File: config.mk
export PLATFORM = sky130hd
export DESIGN_NAME = branch_predictor_gshare_flat
export DESIGN_NICKNAME = d
export VERILOG_FILES = /design/src/rtl/branch_predictor_gshare_if.sv /design/src/rtl/branch_predictor_gshare.sv /design/src/flat_wrapper.sv
export SDC_FILE = /design/constraint.sdc
export NUM_CORES = 2
export LEC_CHECK = 0
export ABC_AREA = 1
export ABC_CLOCK_PERIOD_IN_PS = 4100
export BUFFER_PORTS_ARGS = -buffer_cell sky130_fd_sc_hd__buf_2
export CORE_ASPECT_RATIO = 1.25
export CORE_MARGIN = 4
export CORE_UTILIZATION = 50
export CTS_CLUSTER_DIAMETER = 200
export DETAILED_ROUTE_END_ITERATION = 10
export GPL_TIMING_DRIVEN = 0
export HOLD_SLACK_MARGIN = 0.03
export MAX_ROUTING_LAYER = met4
export PLACE_DENSITY = 0.68
export SKIP_LAST_GASP = 1
export SLEW_MARGIN = 15
export SYNTH_ARGS = -nofsm -noshare
export SYNTH_HDL_FRONTEND = slang
export SYNTH_SLANG_ARGS = --single-unit
File: constraint.sdc
create_clock -name clk -period 4.1 [get_ports clk]
set_clock_uncertainty 0.2 [all_clocks]
set_input_delay 0.82 -clock clk [delete_from_list [all_inputs] [get_ports clk]]
set_output_delay 0.82 -clock clk [all_outputs]
set_load 0.05 [all_outputs]
File: src/rtl/branch_predictor_gshare_if.sv
// Fetch-lookup and execute-update signal bundle for the gshare branch predictor.
// The master drives lookups and resolved updates; the slave is the predictor.
interface branch_predictor_gshare_if #(
    parameter int XLEN  = 32,
    parameter int GHR_W = 6
) ();
    localparam int GHW = (GHR_W > 0) ? GHR_W : 1;

    logic [XLEN-1:0] F_pc;
    logic [XLEN-1:0] F_next_pc;
    logic            F_predict;
    logic [GHW-1:0]  F_ghr;

    logic            E_upd_valid;
    logic [XLEN-1:0] E_upd_pc;
    logic [GHW-1:0]  E_upd_ghr;
    logic            E_upd_is_jump;
    logic            E_upd_taken;
    logic [XLEN-1:0] E_upd_target;
    logic            E_upd_mispredict;

    logic [31:0]     stat_branches;
    logic [31:0]     stat_mispred;

    modport master (
        output F_pc, E_upd_valid, E_upd_pc, E_upd_ghr, E_upd_is_jump, E_upd_taken,
               E_upd_target, E_upd_mispredict,
        input  F_next_pc, F_predict, F_ghr, stat_branches, stat_mispred
    );

    modport slave (
        input  F_pc, E_upd_valid, E_upd_pc, E_upd_ghr, E_upd_is_jump, E_upd_taken,
               E_upd_target, E_upd_mispredict,
        output F_next_pc, F_predict, F_ghr, stat_branches, stat_mispred
    );
endinterface

File: src/rtl/branch_predictor_gshare.sv
// Gshare/bimodal branch predictor: direct-mapped BTB plus saturating counters,
// combinational F-stage lookup, registered E-stage update and saturating statistics.
module branch_predictor_gshare #(
    parameter int XLEN    = 32,
    parameter int ENTRIES = 64,
    parameter int CNT_W   = 2,
    parameter int GHR_W   = 6,
    parameter int TAG_W   = 8
) (
    input logic                      clk,
    input logic                      rst,
    branch_predictor_gshare_if.slave bus
);
    localparam int IDX_W = $clog2(ENTRIES);
    localparam int GHW   = (GHR_W > 0) ? GHR_W : 1;

    localparam logic [CNT_W-1:0] CntMax  = {CNT_W{1'b1}};
    localparam logic [CNT_W-1:0] CntInit = CNT_W'((1 << (CNT_W - 1)) - 1);

    logic [CNT_W-1:0] cnt_q        [ENTRIES];
    logic [ENTRIES-1:0] btb_valid_q;
    logic [TAG_W-1:0] btb_tag_q    [ENTRIES];
    logic [XLEN-1:0]  btb_target_q [ENTRIES];
    logic [GHW-1:0]   ghr_q;
    logic [GHW-1:0]   ghr_d;
    logic [31:0]      stat_branches_q;
    logic [31:0]      stat_mispred_q;

    function automatic logic [IDX_W-1:0] hist_idx(input logic [XLEN-1:0] pc,
                                                  input logic [GHW-1:0]  ghr);
        logic [IDX_W-1:0] h;
        h = (GHR_W > 0) ? IDX_W'(ghr) : '0;
        return pc[IDX_W+1:2] ^ h;
    endfunction

    // Lookup
    logic [IDX_W-1:0] f_idx;
    logic [IDX_W-1:0] f_bidx;
    logic [TAG_W-1:0] f_tag;
    logic             f_hit;
    logic             f_predict;

    assign f_idx     = hist_idx(bus.F_pc, ghr_q);
    assign f_bidx    = bus.F_pc[IDX_W+1:2];
    assign f_tag     = bus.F_pc[IDX_W+2 +: TAG_W];
    assign f_hit     = btb_valid_q[f_bidx] && (btb_tag_q[f_bidx] == f_tag);
    assign f_predict = f_hit && cnt_q[f_idx][CNT_W-1];

    assign bus.F_predict     = f_predict;
    assign bus.F_next_pc     = f_predict ? btb_target_q[f_bidx] : bus.F_pc + XLEN'(4);
    assign bus.F_ghr         = ghr_q;
    assign bus.stat_branches = stat_branches_q;
    assign bus.stat_mispred  = stat_mispred_q;

    // Update: indexed with the snapshot the branch was predicted with, not the live GHR
    logic [IDX_W-1:0] u_idx;
    logic [IDX_W-1:0] u_bidx;
    logic [CNT_W-1:0] cnt_upd;

    assign u_idx  = hist_idx(bus.E_upd_pc, bus.E_upd_ghr);
    assign u_bidx = bus.E_upd_pc[IDX_W+1:2];

    always_comb begin
        cnt_upd = cnt_q[u_idx];
        if (bus.E_upd_is_jump) begin
            cnt_upd = CntMax;
        end else if (bus.E_upd_taken) begin
            if (cnt_upd != CntMax) cnt_upd = cnt_upd + CNT_W'(1);
        end else if (cnt_upd != '0) begin
            cnt_upd = cnt_upd - CNT_W'(1);
        end
    end

    generate
        if (GHR_W == 0) begin : gen_ghr_none
            assign ghr_d = '0;
        end else if (GHR_W == 1) begin : gen_ghr_one
            assign ghr_d = bus.E_upd_taken;
        end else begin : gen_ghr_shift
            assign ghr_d = {ghr_q[GHW-2:0], bus.E_upd_taken};
        end
    endgenerate

    always_ff @(posedge clk) begin
        if (rst) begin
            for (int i = 0; i < ENTRIES; i++) cnt_q[i] <= CntInit;
            btb_valid_q     <= '0;
            ghr_q           <= '0;
            stat_branches_q <= '0;
            stat_mispred_q  <= '0;
        end else if (bus.E_upd_valid) begin
            cnt_q[u_idx] <= cnt_upd;
            if (bus.E_upd_taken) btb_valid_q[u_bidx] <= 1'b1;
            ghr_q <= ghr_d;
            if (stat_branches_q != 32'hFFFF_FFFF) stat_branches_q <= stat_branches_q + 32'd1;
            if (bus.E_upd_mispredict && (stat_mispred_q != 32'hFFFF_FFFF)) begin
                stat_mispred_q <= stat_mispred_q + 32'd1;
            end
        end
    end

    // Tag/target storage is only meaningful behind a valid bit, so it carries no reset
    always_ff @(posedge clk) begin
        if (!rst && bus.E_upd_valid && bus.E_upd_taken) begin
            btb_tag_q[u_bidx]    <= bus.E_upd_pc[IDX_W+2 +: TAG_W];
            btb_target_q[u_bidx] <= bus.E_upd_target;
        end
    end

    logic unused_bits;
    assign unused_bits = ^{bus.F_pc, bus.E_upd_pc, bus.E_upd_ghr};
endmodule

File: src/flat_wrapper.sv
// flat-port wrapper written by rule: the top's interface ports become plain ports
module branch_predictor_gshare_flat 
#(
    parameter int XLEN    = 32,
    parameter int ENTRIES = 64,
    parameter int CNT_W   = 2,
    parameter int GHR_W   = 6,
    parameter int TAG_W   = 8
)
  (clk, rst, bus_F_pc, bus_E_upd_valid, bus_E_upd_pc, bus_E_upd_ghr, bus_E_upd_is_jump, bus_E_upd_taken, bus_E_upd_target, bus_E_upd_mispredict, bus_F_next_pc, bus_F_predict, bus_F_ghr, bus_stat_branches, bus_stat_mispred);
  branch_predictor_gshare_if #(.XLEN(XLEN), .GHR_W(GHR_W)) bus_i ();
  input logic clk;
  input logic rst;
  input wire logic [$bits(bus_i.F_pc)-1:0] bus_F_pc;
  input wire logic [$bits(bus_i.E_upd_valid)-1:0] bus_E_upd_valid;
  input wire logic [$bits(bus_i.E_upd_pc)-1:0] bus_E_upd_pc;
  input wire logic [$bits(bus_i.E_upd_ghr)-1:0] bus_E_upd_ghr;
  input wire logic [$bits(bus_i.E_upd_is_jump)-1:0] bus_E_upd_is_jump;
  input wire logic [$bits(bus_i.E_upd_taken)-1:0] bus_E_upd_taken;
  input wire logic [$bits(bus_i.E_upd_target)-1:0] bus_E_upd_target;
  input wire logic [$bits(bus_i.E_upd_mispredict)-1:0] bus_E_upd_mispredict;
  output wire logic [$bits(bus_i.F_next_pc)-1:0] bus_F_next_pc;
  output wire logic [$bits(bus_i.F_predict)-1:0] bus_F_predict;
  output wire logic [$bits(bus_i.F_ghr)-1:0] bus_F_ghr;
  output wire logic [$bits(bus_i.stat_branches)-1:0] bus_stat_branches;
  output wire logic [$bits(bus_i.stat_mispred)-1:0] bus_stat_mispred;
  assign bus_i.F_pc = bus_F_pc;
  assign bus_i.E_upd_valid = bus_E_upd_valid;
  assign bus_i.E_upd_pc = bus_E_upd_pc;
  assign bus_i.E_upd_ghr = bus_E_upd_ghr;
  assign bus_i.E_upd_is_jump = bus_E_upd_is_jump;
  assign bus_i.E_upd_taken = bus_E_upd_taken;
  assign bus_i.E_upd_target = bus_E_upd_target;
  assign bus_i.E_upd_mispredict = bus_E_upd_mispredict;
  assign bus_F_next_pc = bus_i.F_next_pc;
  assign bus_F_predict = bus_i.F_predict;
  assign bus_F_ghr = bus_i.F_ghr;
  assign bus_stat_branches = bus_i.stat_branches;
  assign bus_stat_mispred = bus_i.stat_mispred;
  branch_predictor_gshare #(.XLEN(XLEN), .ENTRIES(ENTRIES), .CNT_W(CNT_W), .GHR_W(GHR_W), .TAG_W(TAG_W)) u_core (.clk(clk), .rst(rst), .bus(bus_i));
endmodule
==> run_results.csv <==
group,metric,value,unit
setup_path,critPathKind,"in -> out",
timing,finalSetupViolations,153,
clocking,clockBufferDepth,4,
route,wl_per_cell,36.13,um
place,hpwlAfterDp,338000,um
timing,layout_setup_ws,-1.085,ns
clocking,cts_sinks,2822,
run,maxCapViolations,0,
logic_synthesis,synthCells,9742,
die,die_x,437.8,um
outcome,violations,"setup timing",
global_routing,grt_max_degree,65,
place,numPortBuffers,188,
clocking,cts_tree,"yes",
logic_synthesis,synth_area,115400,um^2
timing,rsz0062_at_grt,"yes",
clocking,root_buffer,"clkbuf_16",
clocking,htree_levels,5,
min_path,hold_path.class,"in -> reg",
timing,fmaxAchievable,0.1929,GHz
global_routing,grt_pass1_vias,84849,
route,dr.first_iter.drc_count,17560,
route,vias,91941,
route,via_per_inst,6.661,
timing,min_period_over_period,1.265,
route,drc_errors,0,
timing,whs,0.1455,ns
logic_synthesis,syn_nets,9853,
die,io_pins,211,
setup_path,crit_path_max_fanout,10,
setup_path,critPathRequiredTime,3.08,ns
clocking,hold_buffers,0,
pwr,cellPowerDensity,455.9,nW/um^2
logic_synthesis,synth_enable_flop_cells,2688,
route,postRouteAntennaNets,0,
die,rows,196,
place,gp_congestion,0.9980,
finish,fin_util,0.6110,
logic_synthesis,ys_types,48,
timing,slew_viol_final,0,
logic_synthesis,ys.flop_type,"edfxtp_1",
timing,worstMarginPinSlew,1.458,ns
global_routing,grt_pass1_wl,671400,um
logic_synthesis,synth_warnings,0,
finish,final_common_cell,"edfxtp_1",
route,routed_wl,498700,um
outcome,status,"complete, but fails checks",
finish,nNetsFinal,10621,
route,first_pass_iters,9,
die,die_y,545.2,um
finish,final_cell_mix,"edfxtp_1, nor2_1, nand2_1",
timing,hold_viol,0,
logic_synthesis,synth-seq-cells,2822,
global_routing,overflow,0,
setup_path,setup.worst_path.end_class,"primary output",
finish,final_layout_size_suffix_gt1_frac,0.1685,
logic_synthesis,ys_seq_area_frac,0.7225,
timing,relSlewSlack,0.02802,
clocking,clk_latency,0.88,ns
finish,area_growth,21.11,%
timing,min_period,5.185,ns
setup_path,start_kind,"primary input",
global_routing,grt_use_total,0.4157,
clocking,cts_buffers,283,
die,core_area,228800,um^2
logic_synthesis,async_flop_share,0,
pwr,p_leak,47.94,nW
place,pre_cts_slack,-3.313,ns
timing,tns,-38.13,ns
logic_synthesis,syn_avg_cell_area,11.85,um^2
setup_path,crit_arrival,4.17,ns
pwr,ir_worst_vdd,0.4250,mV
clocking,clk_pin_slew,0.06,ns
die,dieArea,238700,um^2
global_routing,antenna_found_initial,23,
die,initial_core_util,0.5045,
## logic make-up (layout without fill, tap and decap cells)
logic type,after synthesis,in the layout,synth area share
xor gates and xnor gates,55,55,0.004433
DFF,2822,2822,0.7225
and+or+nand+nor,3604,3604,0.1267
AOI/OAI and AO/OA,2185,2185,0.1078
buffers and inverters,1073,2041,0.03822
adders and majority gates,3,3,0.0003252
other,0,23,0
## worst paths after layout
kind | from | to | slack [ns] | cells past startpoint
max reg2reg | u_core.bus.stat_mispred[2] | u_core.bus.stat_mispred[22] | 1.23 | 12
min reg2reg | u_core.btb_valid_q[0] | u_core.btb_valid_q[0] | 0.26 | 2
max | bus_F_pc[2] | bus_F_next_pc[15] | -1.09 | 15
min | bus_E_upd_taken | u_core.bus.F_ghr[0] | 0.15 | 3
## registers in the layout, indices dropped and copies added, names as in the netlist
| register | flops |
|---|---|
| u_core.bus.stat_branches | 32 |
| u_core.btb_tag_q | 512 |
| u_core.bus.stat_mispred | 32 |
| u_core.bus.F_ghr | 6 |
| u_core.btb_valid_q | 64 |
| u_core.cnt_q | 128 |
| u_core.btb_target_q | 2048 |
## layout make-up
cell class / count / area, um^2
fill: 17567 / 89000
sequential: 2822 / 83400
multi-input combinational: 5847 / 29950
clock buffer: 351 / 7546
timing repair buffer: 486 / 6568
buffer: 639 / 5381
tap: 3069 / 3840
inverter: 431 / 1645
clock inverter: 134 / 1415
antenna: 23 / 57.56
## critical path: stages
cell       delay (ns)
buf_16           0.15
buf_12           0.15
buf_12           0.14
buf_12           0.15
buf_12           0.16
buf_12           0.16
buf_12           0.16
nor2_2           0.12
o22ai_2          0.09
o211ai_1         0.59
nand4_1          0.61
o2bb2ai_4        0.42
nand3_2          0.17
nand2_1          0.07
buf_6            0.15
## report_power, final
group / switching [W] / leakage (nW) / internal (W)
Sequential: 0.0000492 / 25.2 / 0.0316
Combinational: 0.00442 / 18.4 / 0.00152
Clock: 0.0112 / 4.37 / 0.0149
## layer usage
layer  wire length [um]  vias to the layer above  global-route usage
met5                  0                        -                   -
met4              54600                        0              0.3389
met3              74540                     2251              0.1252
met2             213200                     8603              0.5941
met1             156400                    44333              0.4853
li1                   -                    36754                   -
## what timing repair did
action | 4_1_cts | 5_1_grt
setup buffers | 76 | 36
setup endpoints to repair | 33 | 223
endpoints found under the hold margin | 0 | 0
cloned | 5 | 7
pin swaps | 123 | 92
gates resized for setup | 1186 | 316
## per-stage QoR
step | instances | total power [W] | area, um^2
4_1_cts | 13739 | 0.06300 | 138300
5_1_grt | 13798 | 0.06481 | 139800
3_5_place_dp | 13173 | 0.03715 | 124800
6_report | 13802 | 0.06374 | 139800
2_1_floorplan | 9742 | 0.03451 | 115400
3_3_place_gp | 12999 | 0.03704 | 120200
## synthesized netlist by cell type (4+ instances only)
| cell | n | area [um^2] |
|---|---|---|
| o21ai_0 | 1240 | 6206 |
| a31oi_1 | 19 | 118.9 |
| or2_2 | 4 | 25.02 |
| nand3b_1 | 4 | 30.03 |
| o22ai_1 | 392 | 2452 |
| nor4_1 | 9 | 56.30 |
| clkbuf_1 | 392 | 1471 |
| o221ai_1 | 187 | 1638 |
| nand4_1 | 42 | 262.8 |
| nor3_1 | 35 | 175.2 |
| inv_1 | 424 | 1592 |
| nor2_1 | 1592 | 5976 |
| buf_2 | 193 | 965.9 |
| xor2_1 | 32 | 280.3 |
| nand3_1 | 623 | 3118 |
| o211ai_1 | 87 | 653.1 |
| edfxtp_1 | 2688 | 80720 |
| nand3_2 | 8 | 80.08 |
| nor2_2 | 4 | 25.02 |
| a21oi_1 | 229 | 1146 |
| xnor2_1 | 19 | 166.4 |
| dfxtp_1 | 134 | 2683 |
| nand2_1 | 1269 | 4763 |
| nand2_2 | 4 | 25.02 |
| buf_1 | 22 | 82.58 |
| o21ai_1 | 14 | 70.07 |
| inv_2 | 6 | 22.52 |
| buf_4 | 32 | 240.2 |
Note: power is estimated with default switching activity, not from simulation.
